### src/rtl/pc_sequencer_pkg.sv
// Shared types for the fetch sequencer: PC update opcodes, redirect kinds
// and sequencer states, plus the redirect-kind to PC-op mapping.
package pc_sequencer_pkg;

   typedef enum logic [2:0] {
      PcStop   = 3'd0,
      PcIncr   = 3'd1,
      PcJAL    = 3'd2,
      PcJALR   = 3'd3,
      PcBranch = 3'd4,
      PcRsvd   = 3'd5
   } pc_op_e;

   typedef enum logic [1:0] {
      RdJal    = 2'b00,
      RdJalr   = 2'b01,
      RdBranch = 2'b10,
      RdNone   = 2'b11
   } redir_kind_e;

   typedef enum logic [2:0] {
      IDLE  = 3'd0,
      REQ   = 3'd1,
      WAIT  = 3'd2,
      APPLY = 3'd3,
      HALT  = 3'd4
   } seq_state_e;

   // Kind 11 never reaches the latch, so it maps to a harmless stop.
   function automatic pc_op_e kind_to_op(input redir_kind_e k);
      case (k)
         RdJal:    return PcJAL;
         RdJalr:   return PcJALR;
         RdBranch: return PcBranch;
         default:  return PcStop;
      endcase
   endfunction

endpackage

### src/rtl/pc_seq_redirect_latch.sv
// Pending-redirect register: holds the PC op of the most recent redirect
// until the sequencer applies it. A new load always overwrites.
module pc_seq_redirect_latch
   import pc_sequencer_pkg::*;
(
   input  logic       clk,
   input  logic       rst,
   input  logic       i_load,
   input  logic [1:0] i_kind,
   input  logic       i_clear,
   output logic       o_pend_valid,
   output pc_op_e     o_pend_op
);

   // Latest redirect wins; clear happens when APPLY consumes the op.
   always_ff @(posedge clk or posedge rst) begin
      if (rst) begin
         o_pend_valid <= 1'b0;
         o_pend_op    <= PcStop;
      end else if (i_load) begin
         o_pend_valid <= 1'b1;
         o_pend_op    <= kind_to_op(redir_kind_e'(i_kind));
      end else if (i_clear) begin
         o_pend_valid <= 1'b0;
         o_pend_op    <= PcStop;
      end
   end

endmodule

### src/rtl/pc_sequencer.sv
// Fetch controller: one outstanding imem request, redirect/halt handling,
// PC update opcode generation. Optional misaligned-target trap is enabled
// with the macro PCSEQ_MISALIGN_TRAP_EN.
module pc_sequencer
   import pc_sequencer_pkg::*;
#(
   parameter int XLEN  = 32,
   parameter int CNT_W = 32
) (
   input  logic             clk,
   input  logic             rst,
   input  logic             i_enable,
   input  logic [XLEN-1:0]  i_pc,
   output logic [2:0]       o_pc_op,
   output logic             o_imem_req_valid,
   input  logic             i_imem_req_ready,
   output logic [XLEN-1:0]  o_imem_addr,
   input  logic             i_imem_rsp_valid,
   output logic             o_imem_rsp_ready,
   output logic             o_inst_valid,
   input  logic             i_dec_ready,
   input  logic             i_redir_valid,
   input  logic [1:0]       i_redir_kind,
   input  logic [XLEN-1:0]  i_redir_target,
   input  logic             i_halt,
   output logic             o_flush,
   output logic             o_halted,
`ifdef PCSEQ_MISALIGN_TRAP_EN
   output logic             o_trap,
   output logic [XLEN-1:0]  o_trap_addr,
`endif
   output logic [CNT_W-1:0] o_fetch_cnt
);

   seq_state_e state_q, state_d;
   pc_op_e     pc_op, pend_op;
   logic       pend_valid, ld, clr;
   logic       discard_q, discard_d, stop_q, stop_d;
   logic       trap_set, cnt_inc, redir_ok, mis, take, disc_eff, req_hs;

   assign o_imem_addr = i_pc;
   assign o_pc_op     = pc_op;
   assign o_halted    = (state_q == HALT);
   assign redir_ok    = i_redir_valid && (i_redir_kind != 2'b11);
   assign req_hs      = o_imem_req_valid && i_imem_req_ready;
   // Halt outranks redirects, and nothing is taken once a stop is pending.
   assign take        = redir_ok && !i_halt && !stop_q;

`ifdef PCSEQ_MISALIGN_TRAP_EN
   assign mis = (i_redir_target[1:0] != 2'b00);
`else
   logic unused_tgt;
   assign unused_tgt = ^i_redir_target;
   assign mis        = 1'b0;
`endif

   pc_seq_redirect_latch u_latch (
      .clk          (clk),
      .rst          (rst),
      .i_load       (ld),
      .i_kind       (i_redir_kind),
      .i_clear      (clr),
      .o_pend_valid (pend_valid),
      .o_pend_op    (pend_op)
   );

   // State, discard/stop flags and the delivered-instruction counter.
   always_ff @(posedge clk or posedge rst) begin
      if (rst) begin
         state_q     <= IDLE;
         discard_q   <= 1'b0;
         stop_q      <= 1'b0;
         o_fetch_cnt <= '0;
      end else begin
         state_q   <= state_d;
         discard_q <= discard_d;
         stop_q    <= stop_d;
         if (cnt_inc) o_fetch_cnt <= o_fetch_cnt + CNT_W'(1);
      end
   end

`ifdef PCSEQ_MISALIGN_TRAP_EN
   // Capture the first misaligned redirect target; sticky until reset.
   always_ff @(posedge clk or posedge rst) begin
      if (rst) begin
         o_trap      <= 1'b0;
         o_trap_addr <= '0;
      end else if (trap_set) begin
         o_trap      <= 1'b1;
         o_trap_addr <= i_redir_target;
      end
   end
`endif

   // Next-state and handshake outputs.
   always_comb begin
      state_d          = state_q;
      pc_op            = PcStop;
      o_imem_req_valid = 1'b0;
      o_imem_rsp_ready = 1'b0;
      o_inst_valid     = 1'b0;
      o_flush          = 1'b0;
      ld               = 1'b0;
      clr              = 1'b0;
      discard_d        = discard_q;
      stop_d           = stop_q;
      trap_set         = 1'b0;
      cnt_inc          = 1'b0;
      disc_eff         = 1'b0;
      case (state_q)
         IDLE: if (i_enable) state_d = REQ;
         REQ: begin
            o_imem_req_valid = 1'b1;
            if (i_halt) begin
               // An accepted request must still drain before halting.
               if (req_hs) begin
                  discard_d = 1'b1;
                  stop_d    = 1'b1;
                  state_d   = WAIT;
               end else begin
                  state_d = HALT;
               end
            end else begin
               if (take) begin
                  discard_d = 1'b1;
                  if (mis) begin
                     trap_set = 1'b1;
                     stop_d   = 1'b1;
                  end else begin
                     ld = 1'b1;
                  end
               end
               if (req_hs)            state_d = WAIT;
               else if (take && mis)  state_d = HALT;
            end
         end
         WAIT: begin
            if (i_halt) begin
               discard_d = 1'b1;
               stop_d    = 1'b1;
            end
            if (take) begin
               discard_d = 1'b1;
               if (mis) begin
                  trap_set = 1'b1;
                  stop_d   = 1'b1;
               end else begin
                  ld = 1'b1;
               end
            end
            // A redirect or halt in the response cycle kills that response too.
            disc_eff         = discard_q || i_halt || take;
            o_imem_rsp_ready = disc_eff || i_dec_ready;
            o_inst_valid     = i_imem_rsp_valid && !disc_eff;
            if (i_imem_rsp_valid && o_imem_rsp_ready) begin
               if (disc_eff) begin
                  o_flush   = 1'b1;
                  discard_d = 1'b0;
                  state_d   = stop_d ? HALT : APPLY;
               end else begin
                  pc_op   = PcIncr;
                  cnt_inc = 1'b1;
                  state_d = REQ;
               end
            end
         end
         APPLY: begin
            if (i_halt) begin
               state_d = HALT;
            end else if (take) begin
               // A newer redirect supersedes the pending op before it issues.
               if (mis) begin
                  trap_set = 1'b1;
                  state_d  = HALT;
               end else begin
                  ld = 1'b1;
               end
            end else begin
               pc_op   = pend_valid ? pend_op : PcStop;
               clr     = 1'b1;
               state_d = REQ;
            end
         end
         HALT:    state_d = HALT;
         default: state_d = IDLE;
      endcase
   end

endmodule

### config.mk
export PLATFORM = sky130hd
export DESIGN_NAME = pc_sequencer
export DESIGN_NICKNAME = d
export VERILOG_FILES = /design/src/rtl/pc_sequencer_pkg.sv /design/src/rtl/pc_seq_redirect_latch.sv /design/src/rtl/pc_sequencer.sv
export SDC_FILE = /design/constraint.sdc
export NUM_CORES = 1
export LEC_CHECK = 0
export CORE_MARGIN = 2
export CORE_UTILIZATION = 34
export DETAILED_ROUTE_END_ITERATION = 10
export GPL_TIMING_DRIVEN = 0
export MAX_ROUTING_LAYER = met4
export PLACE_DENSITY_LB_ADDON = 0.08
export SETUP_SLACK_MARGIN = 0.1
export SYNTH_ARGS = -nofsm -noshare
export SYNTH_HDL_FRONTEND = slang
export SYNTH_SLANG_ARGS = --single-unit
### constraint.sdc
create_clock -name clk -period 1.9 [get_ports clk]
set_clock_uncertainty 0.15 [all_clocks]
set_input_delay 0.19 -clock clk [delete_from_list [all_inputs] [get_ports clk]]
set_output_delay 0.19 -clock clk [all_outputs]
set_load 0.02 [all_outputs]
Word-level counts from Yosys, hierarchy flattened:

Index checks and enable logic that the tools add are counted.

* reduce and logical (&&, ||, !) cells: 20
* add/subtract/negate cells: 1
* multiplexer cells: 48
* equal/unequal tests: 15

Operator list (number)
* $mux 3: 14
* $add 32x1->32 const B: 1
* $mux 1: 28
* $pmux 3 s5: 1
* $ne 3x3->1 const B: 4
* $ne 2x2->1 const B: 5
* $pmux 3 s3: 1
* $eq 3x2->1 const B: 2
* $logic_and 1x1->1: 6
* $pmux 1 s2: 3
* $pmux 3 s2: 1
* $reduce_and 3->1: 2
* $reduce_and 4->1: 1
* $reduce_bool 2->1: 2
* $eq 3x1->1 const B: 1
* $eq 3x3->1 const B: 1
* $logic_not 1->1: 3
* $logic_not 3->1: 1
* $logic_or 1x1->1: 3
* $eq 2x1->1 const B: 1
* $eq 2x2->1 const B: 1
* $logic_not 2->1: 1
* $reduce_or 2->1: 1

* bits of input ports: 74
* logic and storage cells: 90
* output and inout port bits: 72
* flip-flop bits (word level): 41

Depth between registers and ports, before layout:

Gate-level depths: netlist (run 1).

* word-level depth: 9
* gate-level depth with buffers: 7
* gate-level depth less buffers: 6

Hierarchy:

A second synthesis (run 1) with hierarchy kept.

* cells, all modules: 230
* area total of the unflattened synthesis: 2280.9 um^2

Modules (own cells, without submodules)
* pc_sequencer: area each 2114.5 um^2, sequential area each 925.9 um^2, times used 1, cells each 215
* pc_seq_redirect_latch: area each 166.4 um^2, sequential area each 100.1 um^2, times used 1, cells each 15

Worst setup path after synthesis (run 1):

OpenSTA, ideal clock, no wires.

* kind: reg2reg
* from: reg state_q[2]
* to: reg o_fetch_cnt[6]
* buffers on the path: 2
* data required time: 1620 ps
* arrival: 1878 ps
* slack: -258 ps
* setup time: 130 ps
* clock period less this slack: 2158 ps
* stages on the path, launching flop included: 8
* path through: dfrtp_1 -> buf_6 -> nand4bb_4 -> a2111oi_4 -> and4_1 -> buf_4 -> nand4_1 -> xnor2_1

* cells in the longest elaborated chain, start to end: 2

RTL lines
* start, declared: line pc_sequencer.sv:35 `seq_state_e state_q, state_d;`
* start signal, assigned: line pc_sequencer.sv:75 `state_q <= state_d;`
* $eq 3x2->1: line pc_sequencer.sv:110 `case (state_q)`
* $mux 1: line pc_sequencer.sv:110
* end signal, assigned: line pc_sequencer.sv:78 `if (cnt_inc) o_fetch_cnt <= o_fetch_cnt + CNT_W'(1);`
* end, declared: line pc_sequencer.sv:32 `output logic [CNT_W-1:0] o_fetch_cnt`

Every way passes these cells.
A chain may end at the register's enable or synchronous reset.

Worst setup path after layout (run 1):

* from: reg state_q[2]
* to: out o_pc_op[0]

* cells in the longest elaborated chain, start to end: 2
* elaborated cells on any way between the ends: 3
* classes of those cells: 2 x eq/ne; 1 x mux

RTL lines
* $eq 3x2->1: line pc_sequencer.sv:110
* $pmux 3 s2 *: line pc_sequencer.sv:110
* end, declared: line pc_sequencer.sv:14 `output logic [2:0] o_pc_op,`

Mark *: on every way between the ends. The rest lies on a longest branch, timed or not.

==> metrics.txt, run 1 <==
outcome complete, but fails checks; failing checks negative setup slack; clk slew on worst S/H paths approximately 0.080 ns; Via density between 5 and 6; R2R depth 8; CTS tree built; WL/cell about 14 um; Area growth syn-to-layout 72.35%; synth warn 0; Synth area leaders dfrtp_1, buf_4, xnor2_1, nand3_1, nand4_1; Critical Path RT 1.56 ns; multi-input logic area 1344 um^2; cell taking the most area after synthesis dfrtp_1; Logic pwr share between 30% and 40%; worst setup path class flop to primary output; Internal 1904 uW; RSZ-0062 raised after global routing true; Power, Total ~2800 uW; final WL ~6500 um; register bit count reported by yosys a little over 40; cell row count 30; DPL Wire Length 4061 um; worst flop-to-flop path startpoint state_q[2]$_DFFE_PP0P_; startpoint types flop; cts bufs inserted 5; first-pass GRT wire length approximately 9100 um; 1st-iter DRT viols 75; clk root buf clkbuf_8; FMAX roughly 0.49 GHz; Switch Pwr approximately 890 uW; top cell type's share of synthesized area between 40% and 50%; chip height 87.36 um; setup tns final -1.029 ns; crit path launch state_q[2]$_DFFE_PP0P_; Avg Cell Area, Syn ~9.8 um^2; Antenna Violating Nets Remaining 0; Slew @ Worst Pin around 0.88 ns; CTS Hold Bufs 0; vias in the first global route between 1500 and 2000; initial antenna violation count 0; maxcap violations 0; Total Die Area about 7600 um^2; RD Place Congestion ~0.8; largest net degree at the start of global routing 42; CP Max Fanout 4; # port buffers 81; sequential share of power 35.7%; number of flops mapped to enable cells by yosys 0; sw frac 31.97%; Final setup viols 11; Top cell by count, worst path buf_6; peak supply drop roughly 0.00045 V; critical path data arrival time around 1.7 ns; Period Utilization, post-route 107.9%; Core Region between 6000 and 7000 um^2; slew margin rel. just over 40%; clock share of power 24.8%; Power Density 687.6 nW/um^2; Initial Utilization 34.96%; Max clock buf depth 2; register area 1042 um^2; Synth cell types 46; grt ovf 0; via count approximately 2200; Ports around 150; Worst-Skew Late Latency 0.30 ns; Sink Count 41; cells after synthesis approximately 240; pre-CTS WS -0.8038 ns; diode count 0; Hold Vio Cnt, Final 0; Setup crit end kind primary output; DRC viols 0; Post-synth ARST share 100.0%; max incr delay on CP approximately 0.38 ns; Syn Std Cell Area roughly 2400 um^2; PnR worst setup slack -0.1496 ns; H-tree Lvls 2; Syn Nets 316; worst path cell trace buf_6 > nand4bb_4 > a2111oi_4 > buf_4 > nand2_4 > nand2_2 > buf_6; ys flop type dfrtp_1; CP max-delay cell dfrtp_1; GRT Total Usage 15.66%; drt pass-1 iters 4; chip width about 87 um; Final #Nets around 440; layout cells sized above 1 between 40% and 50%; post-layout min period a little over 2 ns; Layout fillers between 500 and 600; path category of the worst min-delay check input pin to asynchronous set/reset pin; leak pwr between 0.0015 and 0.002 uW; Slew Limit Fails 0; register area share after synthesis between 40% and 50%
## layout by cell type (no fill, tap or decap), drive strengths merged, types with 3 or more instances in the layout
cell type | Yosys | layout
and4 | 3 | 3
nand3 | 16 | 16
clkbuf | 3 | 6
dfrtp | 41 | 41
nor2 | 19 | 19
xor2 | 8 | 8
buf | 36 | 85
o21ai | 5 | 5
nand2b | 3 | 3
clkdlybuf4s50 | 0 | 67
xnor2 | 23 | 23
inv | 6 | 6
nor3 | 4 | 4
dlymetal6s2s | 0 | 3
and3 | 7 | 7
a21oi | 4 | 4
nand2 | 19 | 19
nand4 | 12 | 12
## critical path, delay by kind of cell (launching register included)
| family | cells | cell delay, ns |
|---|---|---|
| buffers and inverters | 3 | 0.42 |
| DFF | 1 | 0.38 |
| and+or+nand+nor | 3 | 0.34 |
| AOI/OAI and AO/OA | 1 | 0.27 |
## cells in the mapped netlist (2+ instances only)
| cell type | n |
|---|---|
| o21ai_0 | 5 |
| and4_1 | 3 |
| xnor2_1 | 23 |
| nand2_1 | 19 |
| nand4_1 | 12 |
| nor3_1 | 3 |
| mux2_2 | 2 |
| xor2_1 | 8 |
| buf_4 | 33 |
| a31oi_1 | 2 |
| nand2b_1 | 3 |
| clkbuf_1 | 3 |
| a21oi_1 | 4 |
| nor4_1 | 2 |
| nand3_1 | 16 |
| a32oi_1 | 2 |
| and2_1 | 2 |
| and3_1 | 7 |
| nor2b_1 | 2 |
| inv_1 | 6 |
| nor2_1 | 19 |
| dfrtp_1 | 41 |
## per-layer routing
layer / global-route usage (%) / up-vias / wire length (um)
met5: - / - / 0
met4: 4.336 / 0 / 102
met3: 3.128 / 7 / 319
met2: 24.79 / 92 / 3203
met1: 20.44 / 1084 / 2865
li1: - / 1058 / -
## power groups by stage
stage / Combinational [uW] / Clock, uW / Sequential, uW
2_1_floorplan: 501 / 0 / 1010
3_3_place_gp: 749 / 0 / 1010
3_5_place_dp: 755 / 0 / 1010
4_1_cts: 871 / 709 / 995
5_1_grt: 1180 / 751 / 1010
6_report: 1100 / 696 / 1000
## area by class of cell
type                    count  share of cell area [%]
inverters                   6                  0.5532
multi-input cells         155                   33.01
clock inverters             2                  0.8605
repair buffers            120                   28.15
flip-flops and latches     41                   25.60
well taps                  80                   2.459
clock buffers               5                   1.690
plain buffers              39                   7.683
## per-stage QoR
step	cells	util (%)	hold slack, ns	area, um^2
2_1_floorplan	241	-	0.2021	2374
3_3_place_gp	402	48.61	0.3252	3284
3_5_place_dp	402	48.61	0.3167	3284
4_1_cts	423	53.67	0.2930	3626
5_1_grt	448	60.26	0.3296	4071
6_report	448	60.26	0.2495	4071
## cells by family after synthesis
group / Yosys count / share of synthesized area, %
AND/OR/NAND/NOR: 91 / 20.45
AO/OA/AOI/OAI: 28 / 9.535
XOR/XNOR: 31 / 11.49
adder cells (fa/ha/maj): 2 / 0.9533
multiplexers: 3 / 1.377
flip-flops: 41 / 43.43
buffers and inverters: 45 / 12.76
## timing repair
item / CTS / global route
setup buffers: 14 / 28
gates resized for setup: 74 / 72
pin swaps: 12 / 28
setup endpoints to repair: 43 / 44
## worst paths after layout
kind | end | slack [ns]
worst max-delay path | o_pc_op[0] | -0.15
worst min-delay path | o_fetch_cnt[11]$_DFFE_PP0P_ | 0.25
worst max register to register | o_fetch_cnt[6]$_DFFE_PP0P_ | -0.14
worst min register to register | o_fetch_cnt[6]$_DFFE_PP0P_ | 0.34
max in group asynchronous | o_fetch_cnt[3]$_DFFE_PP0P_ | 0.74
min in group clk | u_latch.o_pend_op[0]$_DFFE_PP0P_ | 0.32
## registers in the layout (all words and copies together), names as in the netlist
signal / cells
o_fetch_cnt: 32
u_latch.o_pend_op: 3
u_latch.o_pend_valid: 1
stop_q: 1
discard_q: 1
state_q: 3
Note: power is estimated with default switching activity, not from simulation.
==> run 2, diff against run 1 <==
--- a/config.mk
+++ b/config.mk
@@ -6,7 +6,7 @@
 export NUM_CORES = 1
 export LEC_CHECK = 0
 export CORE_MARGIN = 2
-export CORE_UTILIZATION = 34
+export CORE_UTILIZATION = 30
 export DETAILED_ROUTE_END_ITERATION = 10
 export GPL_TIMING_DRIVEN = 0
 export MAX_ROUTING_LAYER = met4
==> run 2 against run 1 <==
Against the previous run:
- the flow still finishes with violations (negative setup slack)
- critical path depth grew 3
- worst hold slack got worse by 0.20 ns
- clock-buffer cell count rose by 2
- non-clock buffer count is 13 lower
- first-iteration DRC count down 44%
- clock power increased by 5.6%
- global-route usage is 0.51 points lower
- largest cell class unchanged
==> metrics.txt, run 2 (synthesis gave the netlist of run 1 again) <==
final WL 6166 um (was 6491 um); Layout fillers 751 (was 579); Power Density 692.0 nW/um^2 (was 687.6 nW/um^2); biggest registers after layout o_fetch_cnt: 32 flops, state_q: 3 flops, u_latch.o_pend_op: 3 flops (unchanged); via count 2135 (was 2241); failing checks negative setup slack (unchanged); worst setup path class flop to flop (was flop to primary output); most common cell after layout, fill and taps aside clkdlybuf4s50_1 (unchanged); cts bufs inserted 5 (unchanged); DPL Wire Length 4276 um (was 4061 um); # port buffers 81 (unchanged); 1st-iter DRT viols 42 (was 75); Core Region 7687 um^2 (was 6756 um^2); PnR worst setup slack -0.1873 ns (was -0.1496 ns); FMAX 0.4791 GHz (was 0.4879 GHz); multi-input logic area 1294 um^2 (was 1344 um^2); Initial Utilization 30.73% (was 34.96%); setup tns final -1.290 ns (was -1.029 ns); Final setup viols 16 (was 11); H-tree Lvls 2 (unchanged); clk root buf clkbuf_8 (unchanged); CTS Hold Bufs 0 (unchanged); leak pwr 0.001737 uW (was 0.001800 uW); diode count 0 (unchanged); Worst-Skew Late Latency 0.29 ns (was 0.30 ns); Antenna Violating Nets Remaining 0 (unchanged); Top reg by flops o_fetch_cnt (unchanged); WL/cell 13.46 um (was 14.49 um); chip height 92.74 um (was 87.36 um); crit path launch stop_q$_DFFE_PP0P_ (was state_q[2]$_DFFE_PP0P_); Setup crit end kind flop (was primary output); Slew Limit Fails 0 (unchanged); Period Utilization, post-route 109.9% (was 107.9%); most frequent cells in the layout clkdlybuf4s50_1, buf_4, dfrtp_1 (unchanged); Sink Count 41 (unchanged); path category of the worst min-delay check input pin to asynchronous set/reset pin (unchanged); grt ovf 0 (unchanged); startpoint types flop (unchanged); Slew @ Worst Pin 0.4378 ns (was 0.8804 ns); Max clock buf depth 2 (unchanged); Critical Path RT 1.93 ns (was 1.56 ns); Hold Vio Cnt, Final 0 (unchanged); max reg flops 32 (unchanged); chip width 92.74 um (was 87.36 um); GRT Total Usage 15.15% (was 15.66%); worst hold slack 0.05213 ns (was 0.2495 ns); Final #Nets 430 (was 443); DRC viols 0 (unchanged); RD Place Congestion 0.8398 (was 0.8015); slew margin rel. 70.71% (was 41.22%); maxcap violations 0 (unchanged); vias in the first global route 2063 (was 1990); CTS tree built (unchanged); register area 1036 um^2 (was 1042 um^2); critical path data arrival time 2.11 ns (was 1.71 ns); post-layout min period 2.087 ns (was 2.050 ns); initial antenna violation count 0 (unchanged); layout cells sized above 1 37.36% (was 42.93%); worst flop-to-flop path startpoint stop_q$_DFFE_PP0P_ (was state_q[2]$_DFFE_PP0P_); Via density 4.662 (was 5.002); first-pass GRT wire length 10100 um (was 9121 um); outcome complete, but fails checks (unchanged); peak supply drop 0.0004272 V (was 0.0004474 V); largest net degree at the start of global routing 25 (was 42); RSZ-0062 raised after global routing true (unchanged); CP Max Fanout 7 (was 4); Area growth syn-to-layout 67.43% (was 72.35%); Total Die Area 8600 um^2 (was 7631 um^2); cell row count 32 (was 30); clk slew on worst S/H paths 0.08 ns (about the same); drt pass-1 iters 4 (unchanged); Ports 146 (unchanged)
-- run 2: changes by cell type in the layout (fill, tap and decap cells not counted), sizes merged --
cell and change:
buf -13, clkbuf +2, dlygate4sd2 +1, clkdlybuf4s15 -1
clkinv -1
-- run 2: worst paths after layout --
kind	endpoint	slack [ns]	cells past startpoint
max in group asynchronous	state_q[1]$_DFFE_PP0P_	1.07	3
max	o_fetch_cnt[10]$_DFFE_PP0P_	-0.19	10
min	o_fetch_cnt[10]$_DFFE_PP0P_	0.05	2
max reg2reg	o_fetch_cnt[10]$_DFFE_PP0P_	-0.19	10
min reg2reg	o_fetch_cnt[31]$_DFFE_PP0P_	0.32	1
min in group clk	o_fetch_cnt[31]$_DFFE_PP0P_	0.32	1
-- run 2: where the power goes --
group          total [uW]  internal, uW  switching, uW
registers            1000           938           64.2
logic                 999           509            490
clock network         735           429            307
-- run 2: through the flow --
step                      cells  total power (uW)  instance area, um^2  util [%]  setup WS, ns
final                       458              2737                 3955     51.45       -0.1873
after detailed placement    425              1772                 3332     43.34       -0.7987
after CTS                   448              2662                 3712     48.29       -0.2666
after global placement      424              1765                 3312     43.08       -0.8085
after global routing        458              2887                 3955     51.45       -0.3034
after floorplan             241              1511                 2374         -       -0.2058
-- run 2: worst max-delay path: stages (launching register included) --
cell and delay, ns:
dfrtp_2 0.40, nor2b_4 0.05, buf_6 0.12, a2111oi_4 0.38
buf_4 0.19, buf_6 0.09, and4_1 0.20, buf_6 0.13
buf_4 0.11, nand2_4 0.04, xnor2_1 0.12
-- run 2: per-layer routing --
layer | global-route usage, % | up-vias | routed length [um]
met5 | - | - | 0
met2 | 23.30 | 81 | 2870
met1 | 19.68 | 1007 | 2797
met3 | 3.824 | 7 | 396
met4 | 4.902 | 0 | 102
li1 | - | 1040 | -
-- run 2: area by class of cell --
class | instances | share of cell area [%]
buffer | 39 | 7.909
sequential | 41 | 26.19
timing repair buffer | 107 | 26.45
multi-input combinational | 155 | 32.71
clock buffer | 7 | 2.183
clock inverter | 1 | 0.7593
inverter | 6 | 0.5694
tap | 102 | 3.227
-- run 2: timing repair --
action	4_1_cts	5_1_grt
setup endpoints to repair	43	40
gates resized for setup	85	39
pin swaps	16	25
buffers inserted	16	11
==> run 3, diff against run 2 <==
--- a/config.mk
+++ b/config.mk
@@ -5,6 +5,7 @@
 export SDC_FILE = /design/constraint.sdc
 export NUM_CORES = 1
 export LEC_CHECK = 0
+export CORE_ASPECT_RATIO = 0.75
 export CORE_MARGIN = 2
 export CORE_UTILIZATION = 30
 export DETAILED_ROUTE_END_ITERATION = 10
==> constraint.sdc (replaced) <==
create_clock -name clk -period 2.3 [get_ports clk]
set_clock_uncertainty 0.15 [all_clocks]
set_input_delay 0.23 -clock clk [delete_from_list [all_inputs] [get_ports clk]]
set_output_delay 0.23 -clock clk [all_outputs]
set_load 0.02 [all_outputs]
==> run 3 against run 2 <==
Against the previous run:
- the flow now finishes without violations
- via count decreased by 5.1%
- utilization decreased by 4.0 points
- combinational power decreased by 33%
- design area decreased by 10%
- setup slack improved by 0.40 ns
- die area about the same
- routed wire length decreased by 3.6%
- worst hold slack improved by 0.041 ns
- non-clock buffer count decreased by 17
- largest cell class unchanged
==> metrics.txt, run 3 (synthesis gave the netlist of run 1 again) <==
Final #Nets 413 (was 430); RSZ-0062 raised after global routing false (was true); DRC viols 0 (unchanged); chip height 80.85 um (was 92.74 um); met3 Use GR 2.809% (was 3.824%); M1 GR Usage 21.00% (was 19.68%); Non-Filler Instances 439 (was 458); cell row count 27 (was 32); CTS Hold Bufs 0 (unchanged); DPL Wire Length 4406 um (was 4276 um); met2 Use GR 20.45% (was 23.30%); CP Max Fanout 7 (unchanged); startpoint types flop (unchanged); Initial Utilization 31.50% (was 30.73%); critical path data arrival time 1.71 ns (was 2.11 ns); pre-CTS WS -0.4817 ns (was -0.7987 ns); Via density 4.615 (was 4.662); diode count 0 (unchanged); # port buffers 81 (unchanged); Setup crit end kind primary output (was flop); slew margin rel. 73.18% (was 70.71%); Crit path buffers/inverters 3 (was 5); clk slew on worst S/H paths 0.08 ns (about the same); chip width 106.5 um (was 92.74 um); setup tns final 0 ns (was -1.290 ns); Power, Total 2064 uW (was 2737 uW); Hold Vio Cnt, Final 0 (unchanged); Top reg by flops o_fetch_cnt (unchanged); GRT Total Usage 14.32% (was 15.15%); grt ovf 0 (unchanged); final WL 5947 um (was 6166 um); Ports 146 (unchanged); CTS tree built (unchanged); RD Place Congestion 0.8509 (was 0.8398); Core Region 7500 um^2 (was 7687 um^2); Slew @ Worst Pin 0.3921 ns (was 0.4378 ns); largest net degree at the start of global routing 25 (unchanged); worst path cell trace buf_6 > nand4bb_4 > a2111oi_4 > buf_4 > nand2_2 > nand2_2 > buf_6 (was nor2b_4 > buf_6 > a2111oi_4 > buf_4 > buf_6 > and4_1 > buf_6 > buf_4 > nand2_4 > xnor2_1); most common cell after layout, fill and taps aside clkdlybuf4s50_1 (unchanged); most frequent cells in the layout clkdlybuf4s50_1, buf_4, dfrtp_1 (unchanged); max reg flops 32 (unchanged); Area growth syn-to-layout 50.74% (was 67.43%); clk root buf clkbuf_8 (unchanged); Total Die Area 8608 um^2 (was 8600 um^2); vias in the first global route 1932 (was 2063); Sink Count 41 (unchanged); CP delay by family, top buffers and inverters (unchanged); maxcap violations 0 (unchanged); Final setup viols 0 (was 16); CP max-delay cell dfrtp_1 (was dfrtp_2); layout cells sized above 1 23.08% (was 37.36%); WL/cell 13.55 um (was 13.46 um); 1st-iter DRT viols 83 (was 42); FMAX around 0.48 GHz; PnR worst setup slack 0.2146 ns (was -0.1873 ns); Max clock buf depth 2 (unchanged); path category of the worst min-delay check input pin to asynchronous set/reset pin (unchanged); Slew Limit Fails 0 (unchanged); initial antenna violation count 0 (unchanged); cts bufs inserted 5 (unchanged); max incr delay on CP 0.37 ns (was 0.40 ns); first-pass GRT wire length 9542 um (was 10100 um); post-layout min period 2.085 ns; leak pwr 0.001565 uW (was 0.001737 uW); busiest layer in global routing met1 (was met2); Layout fillers 734 (was 751); Worst-Skew Late Latency 0.29 ns (about the same); drt pass-1 iters 5 (was 4); Cell Area, Placed 3319 um^2 (was 3332 um^2); H-tree Lvls 2 (unchanged); worst setup path class flop to primary output (was flop to flop); dpl cells 424 (was 425); Power Density 579.6 nW/um^2 (was 692.0 nW/um^2); Antenna Violating Nets Remaining 0 (unchanged); via count 2026 (was 2135); biggest registers after layout o_fetch_cnt: 32 flops, state_q: 3 flops, u_latch.o_pend_op: 3 flops (unchanged); Period Utilization, post-route between 90% and 100%; peak supply drop 0.0002527 V (was 0.0004272 V); Critical Path RT 1.92 ns (was 1.93 ns); outcome completed (was complete, but fails checks); final instance area 3561 um^2 (was 3955 um^2)
run 3: worst register-to-register path, stage by stage (launching register included):
cell       delay [ns]
dfrtp_1          0.37
buf_6            0.13
nand4bb_4        0.27
a2111oi_4        0.24
buf_4            0.18
and4_1           0.18
buf_4            0.15
nand4_1          0.12
xnor2_1          0.14
run 3: through the flow:
stage | hold slack [ns] | utilization (%)
4_1_cts | 0.1079 | 46.70
2_1_floorplan | 0.2421 | -
3_3_place_gp | 0.3165 | 43.99
5_1_grt | 0.1252 | 47.48
3_5_place_dp | 0.3333 | 44.26
6_report | 0.09291 | 47.48
run 3: final timing paths:
| path | startpoint | endpoint | slack (ns) | cells past startpoint |
|---|---|---|---|---|
| max | state_q[2]$_DFFE_PP0P_ | o_pc_op[0] | 0.21 | 7 |
| min | rst | o_fetch_cnt[11]$_DFFE_PP0P_ | 0.09 | 2 |
| max reg2reg | state_q[2]$_DFFE_PP0P_ | o_fetch_cnt[16]$_DFFE_PP0P_ | 0.27 | 8 |
| min reg2reg | o_fetch_cnt[28]$_DFFE_PP0P_ | o_fetch_cnt[28]$_DFFE_PP0P_ | 0.34 | 1 |
| max in group asynchronous | rst | state_q[1]$_DFFE_PP0P_ | 1.42 | 3 |
| min in group clk | i_redir_kind[0] | u_latch.o_pend_op[0]$_DFFE_PP0P_ | 0.21 | 2 |
run 3: where the power goes:
part	switching [uW]	internal, uW
combinational	342	327
sequential	56.0	774
clock	249	316
total	647	1420
run 3: final cells by class:
class	count	area (um^2)	area share, %
well taps	101	126.4	3.549
plain buffers	39	285.3	8.011
inverters	6	22.52	0.6325
flip-flops and latches	41	1030	28.92
clock inverters	2	35.03	0.9838
clock buffers	5	68.82	1.933
multi-input cells	155	1116	31.34
repair buffers	90	877.1	24.63
run 3: per-layer routing:
metal,wire length [um],vias up
met5,0,-
li1,-,1005
met3,332,5
met2,2583,77
met4,29,0
met1,3001,939
run 3: what timing repair did:
action	4_1_cts	5_1_grt
pin swaps	3	2
resized for setup	30	14
endpoints found under the hold margin	0	0
setup buffers	4	4
endpoints found under the setup margin	16	25
